==> src/rtl/uart_cmd_engine_if.sv <==
// UART-side byte handshake between a host link and uart_cmd_engine.
// master drives received bytes and the tx sink ready; slave is the engine.
interface uart_cmd_engine_if;
  logic [7:0] uart_rx_data;
  logic       uart_rx_valid;
  logic       uart_rx_ready;
  logic [7:0] uart_tx_data;
  logic       uart_tx_valid;
  logic       uart_tx_ready;

  modport master (
    output uart_rx_data, uart_rx_valid, uart_tx_ready,
    input  uart_rx_ready, uart_tx_data, uart_tx_valid
  );

  modport slave (
    input  uart_rx_data, uart_rx_valid, uart_tx_ready,
    output uart_rx_ready, uart_tx_data, uart_tx_valid
  );
endinterface

==> src/rtl/uart_cmd_engine.sv <==
// Framed UART command engine: parses SYNC/CMD/LEN/payload/CKSUM frames,
// executes injection/filter/mode/ping commands and replies with ACK/NAK pairs.
module uart_cmd_engine #(
  parameter int MAX_PAYLOAD    = 16,
  parameter int NUM_CH         = 2,
  parameter int CH_BYTES       = 8,
  parameter int TIMEOUT_CYCLES = 65535
) (
  input  logic                         clk,
  input  logic                         rst,
  uart_cmd_engine_if.slave             uart,
  output logic [NUM_CH*CH_BYTES*8-1:0] inject_report,
  output logic [NUM_CH-1:0]            inject_valid,
  input  logic [NUM_CH-1:0]            inject_ack,
  output logic [31:0]                  filter_mask,
  output logic                         mode_proxy,
  output logic                         mode_host
);
  localparam int IW = $clog2(MAX_PAYLOAD);
  localparam int TW = $clog2(TIMEOUT_CYCLES + 1);
  localparam int RW = NUM_CH * CH_BYTES * 8;
  localparam logic [TW-1:0] TIMER_LAST = TW'(TIMEOUT_CYCLES - 1);

  localparam logic [7:0] SYNC        = 8'hA5;
  localparam logic [7:0] ACK         = 8'h06;
  localparam logic [7:0] NAK         = 8'h15;
  localparam logic [7:0] ERR_CKSUM   = 8'h01;
  localparam logic [7:0] ERR_LEN     = 8'h02;
  localparam logic [7:0] ERR_CMD     = 8'h03;
  localparam logic [7:0] ERR_BUSY    = 8'h04;
  localparam logic [7:0] ERR_TIMEOUT = 8'h05;

  typedef enum logic [2:0] {
    S_IDLE, S_CMD, S_LEN, S_PAYLOAD, S_CKSUM, S_EXEC, S_RESP0, S_RESP1
  } state_e;

  state_e            state_q, state_d;
  logic [7:0]        cmd_q, cmd_d;
  logic [7:0]        len_q, len_d;
  logic [7:0]        idx_q, idx_d;
  logic [7:0]        sum_q, sum_d;
  logic [7:0]        err_q, err_d;
  logic              cksum_ok_q, cksum_ok_d;
  logic [TW-1:0]     timer_q, timer_d;
  logic [7:0]        buf_q [MAX_PAYLOAD];
  logic [7:0]        buf_d [MAX_PAYLOAD];
  logic [RW-1:0]     report_q, report_d;
  logic [NUM_CH-1:0] inj_valid_q, inj_valid_d, inj_set;
  logic [31:0]       mask_q, mask_d;
  logic              proxy_q, proxy_d;
  logic              host_q, host_d;

  logic       rx_ready, rx_fire, in_frame;
  logic       is_inject, ch_busy, cmd_known;
  logic [7:0] len_need, exec_err, tx_data;

  // Command decode and error classification, highest priority first.
  always_comb begin
    is_inject = 1'b0;
    ch_busy   = 1'b0;
    cmd_known = 1'b1;
    len_need  = 8'd0;
    for (int c = 0; c < NUM_CH; c++) begin
      if (cmd_q == 8'(8'h10 + c)) begin
        is_inject = 1'b1;
        ch_busy   = inj_valid_q[c];
      end
    end
    if (is_inject) begin
      len_need = 8'(CH_BYTES);
    end else begin
      case (cmd_q)
        8'h20:   len_need = 8'd4;
        8'h21:   len_need = 8'd1;
        8'h30:   len_need = 8'd0;
        default: cmd_known = 1'b0;
      endcase
    end
    if (!cksum_ok_q) begin
      exec_err = ERR_CKSUM;
    end else if (len_q > 8'(MAX_PAYLOAD) || (cmd_known && len_q != len_need)) begin
      exec_err = ERR_LEN;
    end else if (!cmd_known) begin
      exec_err = ERR_CMD;
    end else if (ch_busy) begin
      exec_err = ERR_BUSY;
    end else begin
      exec_err = 8'd0;
    end
  end

  assign rx_ready = (state_q == S_IDLE) || (state_q == S_CMD) || (state_q == S_LEN) ||
                    (state_q == S_PAYLOAD) || (state_q == S_CKSUM);
  assign rx_fire  = uart.uart_rx_valid && rx_ready;
  assign in_frame = rx_ready && (state_q != S_IDLE);

  always_comb begin
    state_d    = state_q;
    cmd_d      = cmd_q;
    len_d      = len_q;
    idx_d      = idx_q;
    sum_d      = sum_q;
    err_d      = err_q;
    cksum_ok_d = cksum_ok_q;
    timer_d    = timer_q;
    buf_d      = buf_q;
    report_d   = report_q;
    mask_d     = mask_q;
    proxy_d    = proxy_q;
    host_d     = host_q;
    inj_set    = '0;

    if (state_q == S_IDLE) begin
      if (rx_fire && uart.uart_rx_data == SYNC) begin
        state_d = S_CMD;
        timer_d = '0;
      end
    end else if (in_frame) begin
      if (rx_fire) begin
        timer_d = '0;
        if (state_q == S_CMD) begin
          cmd_d   = uart.uart_rx_data;
          sum_d   = uart.uart_rx_data;
          state_d = S_LEN;
        end else if (state_q == S_LEN) begin
          len_d   = uart.uart_rx_data;
          sum_d   = sum_q + uart.uart_rx_data;
          idx_d   = 8'd0;
          state_d = (uart.uart_rx_data == 8'd0) ? S_CKSUM : S_PAYLOAD;
        end else if (state_q == S_PAYLOAD) begin
          // Oversized payloads still count toward the checksum but are not kept.
          if (idx_q < 8'(MAX_PAYLOAD)) begin
            buf_d[idx_q[IW-1:0]] = uart.uart_rx_data;
          end
          sum_d = sum_q + uart.uart_rx_data;
          idx_d = idx_q + 8'd1;
          if (idx_q == len_q - 8'd1) begin
            state_d = S_CKSUM;
          end
        end else begin
          cksum_ok_d = (uart.uart_rx_data == sum_q);
          state_d    = S_EXEC;
        end
      end else if (timer_q == TIMER_LAST) begin
        err_d   = ERR_TIMEOUT;
        state_d = S_RESP0;
      end else begin
        timer_d = timer_q + 1'b1;
      end
    end else if (state_q == S_EXEC) begin
      err_d   = exec_err;
      state_d = S_RESP0;
      if (exec_err == 8'd0) begin
        for (int c = 0; c < NUM_CH; c++) begin
          if (cmd_q == 8'(8'h10 + c)) begin
            inj_set[c] = 1'b1;
            for (int i = 0; i < CH_BYTES; i++) begin
              report_d[c*CH_BYTES*8 + i*8 +: 8] = buf_q[i];
            end
          end
        end
        if (cmd_q == 8'h20) begin
          mask_d = {buf_q[3], buf_q[2], buf_q[1], buf_q[0]};
        end
        if (cmd_q == 8'h21) begin
          proxy_d = buf_q[0][0];
          host_d  = buf_q[0][1];
        end
      end
    end else if (state_q == S_RESP0) begin
      if (uart.uart_tx_ready) state_d = S_RESP1;
    end else begin
      if (uart.uart_tx_ready) state_d = S_IDLE;
    end
  end

  // A new request for a channel overrides an acknowledge in the same cycle.
  assign inj_valid_d = (inj_valid_q & ~inject_ack) | inj_set;

  always_comb begin
    tx_data = 8'h00;
    if (state_q == S_RESP0) begin
      tx_data = (err_q == 8'd0) ? ACK : NAK;
    end else if (state_q == S_RESP1) begin
      tx_data = (err_q == 8'd0) ? cmd_q : err_q;
    end
  end

  always_ff @(posedge clk) begin
    if (rst) begin
      state_q     <= S_IDLE;
      cmd_q       <= 8'd0;
      len_q       <= 8'd0;
      idx_q       <= 8'd0;
      sum_q       <= 8'd0;
      err_q       <= 8'd0;
      cksum_ok_q  <= 1'b0;
      timer_q     <= '0;
      report_q    <= '0;
      inj_valid_q <= '0;
      mask_q      <= 32'hFFFF_FFFF;
      proxy_q     <= 1'b1;
      host_q      <= 1'b0;
    end else begin
      state_q     <= state_d;
      cmd_q       <= cmd_d;
      len_q       <= len_d;
      idx_q       <= idx_d;
      sum_q       <= sum_d;
      err_q       <= err_d;
      cksum_ok_q  <= cksum_ok_d;
      timer_q     <= timer_d;
      report_q    <= report_d;
      inj_valid_q <= inj_valid_d;
      mask_q      <= mask_d;
      proxy_q     <= proxy_d;
      host_q      <= host_d;
    end
  end

  always_ff @(posedge clk) begin
    buf_q <= buf_d;
  end

  assign uart.uart_rx_ready = rx_ready;
  assign uart.uart_tx_valid = (state_q == S_RESP0) || (state_q == S_RESP1);
  assign uart.uart_tx_data  = tx_data;
  assign inject_report      = report_q;
  assign inject_valid       = inj_valid_q;
  assign filter_mask        = mask_q;
  assign mode_proxy         = proxy_q;
  assign mode_host          = host_q;
endmodule
==> src/flat_wrapper.sv <==
// flat-port wrapper written by rule: the top's interface ports become plain ports
module uart_cmd_engine_flat 
#(
  parameter int MAX_PAYLOAD    = 16,
  parameter int NUM_CH         = 2,
  parameter int CH_BYTES       = 8,
  parameter int TIMEOUT_CYCLES = 65535
)
  (clk, rst, inject_report, inject_valid, inject_ack, filter_mask, mode_proxy, mode_host, uart_uart_rx_data, uart_uart_rx_valid, uart_uart_tx_ready, uart_uart_rx_ready, uart_uart_tx_data, uart_uart_tx_valid);
  uart_cmd_engine_if uart_i ();
  input  logic clk;
  input  logic rst;
  output logic [NUM_CH*CH_BYTES*8-1:0] inject_report;
  output logic [NUM_CH-1:0] inject_valid;
  input  logic [NUM_CH-1:0] inject_ack;
  output logic [31:0] filter_mask;
  output logic mode_proxy;
  output logic mode_host;
  input wire logic [$bits(uart_i.uart_rx_data)-1:0] uart_uart_rx_data;
  input wire logic [$bits(uart_i.uart_rx_valid)-1:0] uart_uart_rx_valid;
  input wire logic [$bits(uart_i.uart_tx_ready)-1:0] uart_uart_tx_ready;
  output wire logic [$bits(uart_i.uart_rx_ready)-1:0] uart_uart_rx_ready;
  output wire logic [$bits(uart_i.uart_tx_data)-1:0] uart_uart_tx_data;
  output wire logic [$bits(uart_i.uart_tx_valid)-1:0] uart_uart_tx_valid;
  assign uart_i.uart_rx_data = uart_uart_rx_data;
  assign uart_i.uart_rx_valid = uart_uart_rx_valid;
  assign uart_i.uart_tx_ready = uart_uart_tx_ready;
  assign uart_uart_rx_ready = uart_i.uart_rx_ready;
  assign uart_uart_tx_data = uart_i.uart_tx_data;
  assign uart_uart_tx_valid = uart_i.uart_tx_valid;
  uart_cmd_engine #(.MAX_PAYLOAD(MAX_PAYLOAD), .NUM_CH(NUM_CH), .CH_BYTES(CH_BYTES), .TIMEOUT_CYCLES(TIMEOUT_CYCLES)) u_core (.clk(clk), .rst(rst), .uart(uart_i), .inject_report(inject_report), .inject_valid(inject_valid), .inject_ack(inject_ack), .filter_mask(filter_mask), .mode_proxy(mode_proxy), .mode_host(mode_host));
endmodule
==> config.mk <==
export PLATFORM = sky130hd
export DESIGN_NAME = uart_cmd_engine_flat
export DESIGN_NICKNAME = d
export VERILOG_FILES = /design/src/rtl/uart_cmd_engine_if.sv /design/src/rtl/uart_cmd_engine.sv /design/src/flat_wrapper.sv
export SDC_FILE = /design/constraint.sdc
export NUM_CORES = 1
export LEC_CHECK = 0
export CAP_MARGIN = 15
export CORE_MARGIN = 1
export CORE_UTILIZATION = 40
export CTS_BUF_LIST = sky130_fd_sc_hd__clkbuf_8
export DETAILED_ROUTE_END_ITERATION = 8
export HOLD_SLACK_MARGIN = 0.08
export PLACE_DENSITY = 0.76
export SYNTH_ARGS = -nofsm -noshare
export SYNTH_HDL_FRONTEND = slang
export SYNTH_SLANG_ARGS = --single-unit
==> constraint.sdc <==
create_clock -name clk -period 2.7 [get_ports clk]
set_input_delay 0.405 -clock clk [delete_from_list [all_inputs] [get_ports clk]]
set_output_delay 0.405 -clock clk [all_outputs]
set_load 0.02 [all_outputs]
==> flow_metrics.py <==
metrics = {
    "outcome": {
        "status": "completed",
    },
    "logic_synthesis": {
        "avgSynthCellArea_um2": 9.92,
        "yosysSeqAreaShare": 0.566,
        "synth_flop_cell": "dfxtp_1",
        "synth_simple_gate_area_frac": 0.185,
        "synthMuxAreaShare": 0.0631,
        "netlist_instances": 1122,
        "synth-compound-area-share": 0.107,
        "synth_fa_ha_area_frac": 0.0187,
        "ys_warn_count": 0,
        "ys_ff_latch": 283,
        "synthXorXnorAreaFrac": 0.0252,
        "ys_types": 61,
        "synth_top_family_by_area": "simple AND/OR/NAND/NOR gates",
        "mappedNetlistArea_um2": 11100,
        "async_reset_ff_frac": 0,
        "synth-edff-count": 64,
        "syn_nets": 1152,
    },
    "die": {
        "die_w_um": 169,
        "start_util": 0.411,
        "die-area_um2": 28500,
        "ios": 188,
        "core_um2": 27100,
        "die_h_um": 169,
        "rows": 60,
    },
    "sta": {
        "worst_slack_ns": 0.135,
        "post-route-min-period_ns": 2.56,
        "min_period_over_period": 0.950,
        "rsz0062_at_grt": "false",
        "setup_violations": 0,
        "hold_slack_ns": 0.234,
        "maxSlewHeadroom": 0.539,
        "max_freq_mhz": 390,
        "slew_viol_final": 0,
        "fin_skew_ns": 0.0154,
        "hold_violations": 0,
        "tightest_slew_ns": 0.685,
    },
    "worst_setup_path": {
        "crit_path_end_kind": "output port",
        "r2r_start": "u_core.cmd_q[1]",
        "start_kind": "flip-flop",
        "path_max_fanout": 10,
        "reg2reg_depth": 9,
        "cp.arrival_ns": 2.16,
        "worstSetupPathType": "reg -> out",
        "cp-startpoint": "u_core.state_q[0]",
        "cp_data_required_time_ns": 2.30,
    },
    "layout": {
        "antenna_cells": 0,
        "fin_nets": 1372,
        "drive_above_1_share": 0.0917,
        "area_delta_synth_final_pct": 31.6,
        "fill_cells": 2400,
        "final_util": 0.541,
    },
    "place": {
        "routabilityCongestion": 0.880,
        "post-dp-hpwl_um": 19700,
        "post-place-ws_ns": -0.117,
        "io_buffers": 187,
    },
    "cts": {
        "cts.path.max_buffers": 3,
        "cts_inserted_buffers": 44,
        "post-cts-setup-buffers": 0,
        "cts_tree": "done",
        "cts_root_buffer": "clkbuf_8",
        "clk_pin_slew_ns": 0.06,
        "clock-sinks": 283,
        "h-tree-depth": 2,
        "worstSkewPairLatency_ns": 0.53,
    },
    "grt": {
        "grt_max_degree": 87,
        "groute.usage.overall": 0.199,
        "grt_pass1_wl_um": 45000,
        "grt_pass1_vias": 8587,
        "antenna_found_initial": 0,
        "grt-ovfl-total": 0,
    },
    "power_and_ir_drop": {
        "p_leak_nw": 5.16,
        "peakVddDrop_mv": 0.520,
        "power.density_nw_per_um2": 653,
    },
    "drt": {
        "wl_met1_um": 12200,
        "dr.pass1.iters": 5,
        "top_layer_used": "met4",
        "wl_met2_um": 14100,
        "routed_wl_um": 28600,
        "vias_per_cell": 5.08,
        "wl_per_cell_um": 16.4,
        "drc_errors": 0,
        "drt-initial-drc-count": 603,
        "antenna_left": 0,
        "vias": 8865,
        "dr_wl_met3_um": 1400,
    },
    "min_path": {
        "hold_class": "in -> reg",
        "hold_path_depth": 2,
        "min_from": "rst",
    },
    "job": {
        "drv_cap": 0,
    },
}
-- Yosys cell counts (all sizes together) (3+ instances only) --
cell	count	area, um2
nor4	4	25.0
and2	13	81.3
xor2	17	149
buf	22	165
edfxtp	64	1920
or3	10	62.6
dfxtp	219	4380
mux2i	69	691
and4	3	26.3
or4	4	33.8
ha	15	188
o211ai	4	30.0
nor2	123	462
nand3	24	120
inv	16	60.1
a21o	3	22.5
nor2b	37	239
nand4	9	56.3
nor3b	3	27.5
nand2b	6	37.5
a211o	33	289
nand2	189	709
clkbuf	44	165
a211oi	3	22.5
a311oi	7	67.6
o21ai	15	75.1
nor3	16	90.1
and3	9	56.3
a21oi	97	485
xnor2	15	131
a31oi	3	18.8
-- layout make-up --
cell class	count	area, um2	share of cell area
sequential	283	6310	0.431
multi-input combinational	757	4460	0.304
timing repair buffer	240	2470	0.168
clock buffer	51	702	0.0479
tap	372	465	0.0318
clock inverter	27	186	0.0127
inverter	16	60.1	0.00410
-- cell families after synthesis --
logic type,after synthesis
buffers and inverters,82
flip-flops,283
adder cells (fa/ha/maj),16
AO/OA/AOI/OAI,185
multiplexers,70
XOR/XNOR,32
AND/OR/NAND/NOR,454
-- stage by stage --
stage / TNS, ns / cells / total power [mW] / cell area (um2)
2_1_floorplan: 0 / 1122 / 5.59 / 11100
6_report: 0 / 1746 / 9.57 / 14700
5_1_grt: 0 / 1746 / 10.0 / 14700
3_5_place_dp: -4.39 / 1668 / 6.06 / 13700
3_3_place_gp: -5.00 / 1668 / 6.02 / 13700
4_1_cts: 0 / 1746 / 9.66 / 14600
-- flip-flops by register name, indices dropped and copies added (netlist names) --
| register | count |
|---|---|
| u_core.idx_q | 8 |
| u_core.len_q | 8 |
| u_core.mode_proxy | 1 |
| u_core.inject_report | 128 |
| u_core.cmd_q | 8 |
| u_core.inject_valid | 2 |
| u_core.buf_q | 64 |
| u_core.sum_q | 8 |
| u_core.cksum_ok_q | 1 |
| u_core.err_q | 3 |
| u_core.timer_q | 16 |
| u_core.filter_mask | 32 |
| u_core.mode_host | 1 |
| u_core.state_q | 3 |
-- critical path, stage by stage (launching register included) --
cell and delay, ns:
dfxtp_2 0.42, buf_4 0.21, inv_1 0.13, o31a_1 0.32, clkdlybuf4s50_1 0.55
-- repair_timing --
action                     in CTS  in global routing
gates resized for setup         5                  8
pin swaps                       0                  2
setup endpoints to repair       6                 44
hold buffers                    0                  0
-- worst paths after layout --
kind | end | slack (ns)
worst max-delay path | uart_uart_tx_data[2] | 0.14
worst min-delay path | u_core.inject_report[5] | 0.23
worst max register to register | u_core.inject_report[30] | 0.16
worst min register to register | u_core.inject_report[93] | 0.46
-- metal layers --
layer / GRT usage / up-vias
met2: 0.344 / 257
li1: - / 4317
met3: 0.0341 / 56
met1: 0.243 / 4235
met5: 0 / -
met4: 0.0838 / 0
-- layout by cell type (no fill, tap or decap), types with 15 or more instances in the layout --
master	instances
clkbuf_8	51
nor2_1	123
xor2_1	17
dfxtp_1	216
buf_4	38
a211o_1	33
a21oi_1	97
nand3_1	23
clkdlybuf4s50_1	180
nor2b_1	36
mux2i_1	69
ha_1	15
nand2_1	189
edfxtp_1	64
inv_1	34
xnor2_1	15
-- report_power, final --
group	switching (mW)	internal, mW	leakage, nW
clock	1.57	2.00	0.520
combinational	0.823	0.598	2.30
sequential	0.136	4.44	2.34
No activity file was read; power rests on OpenSTA's default activity.
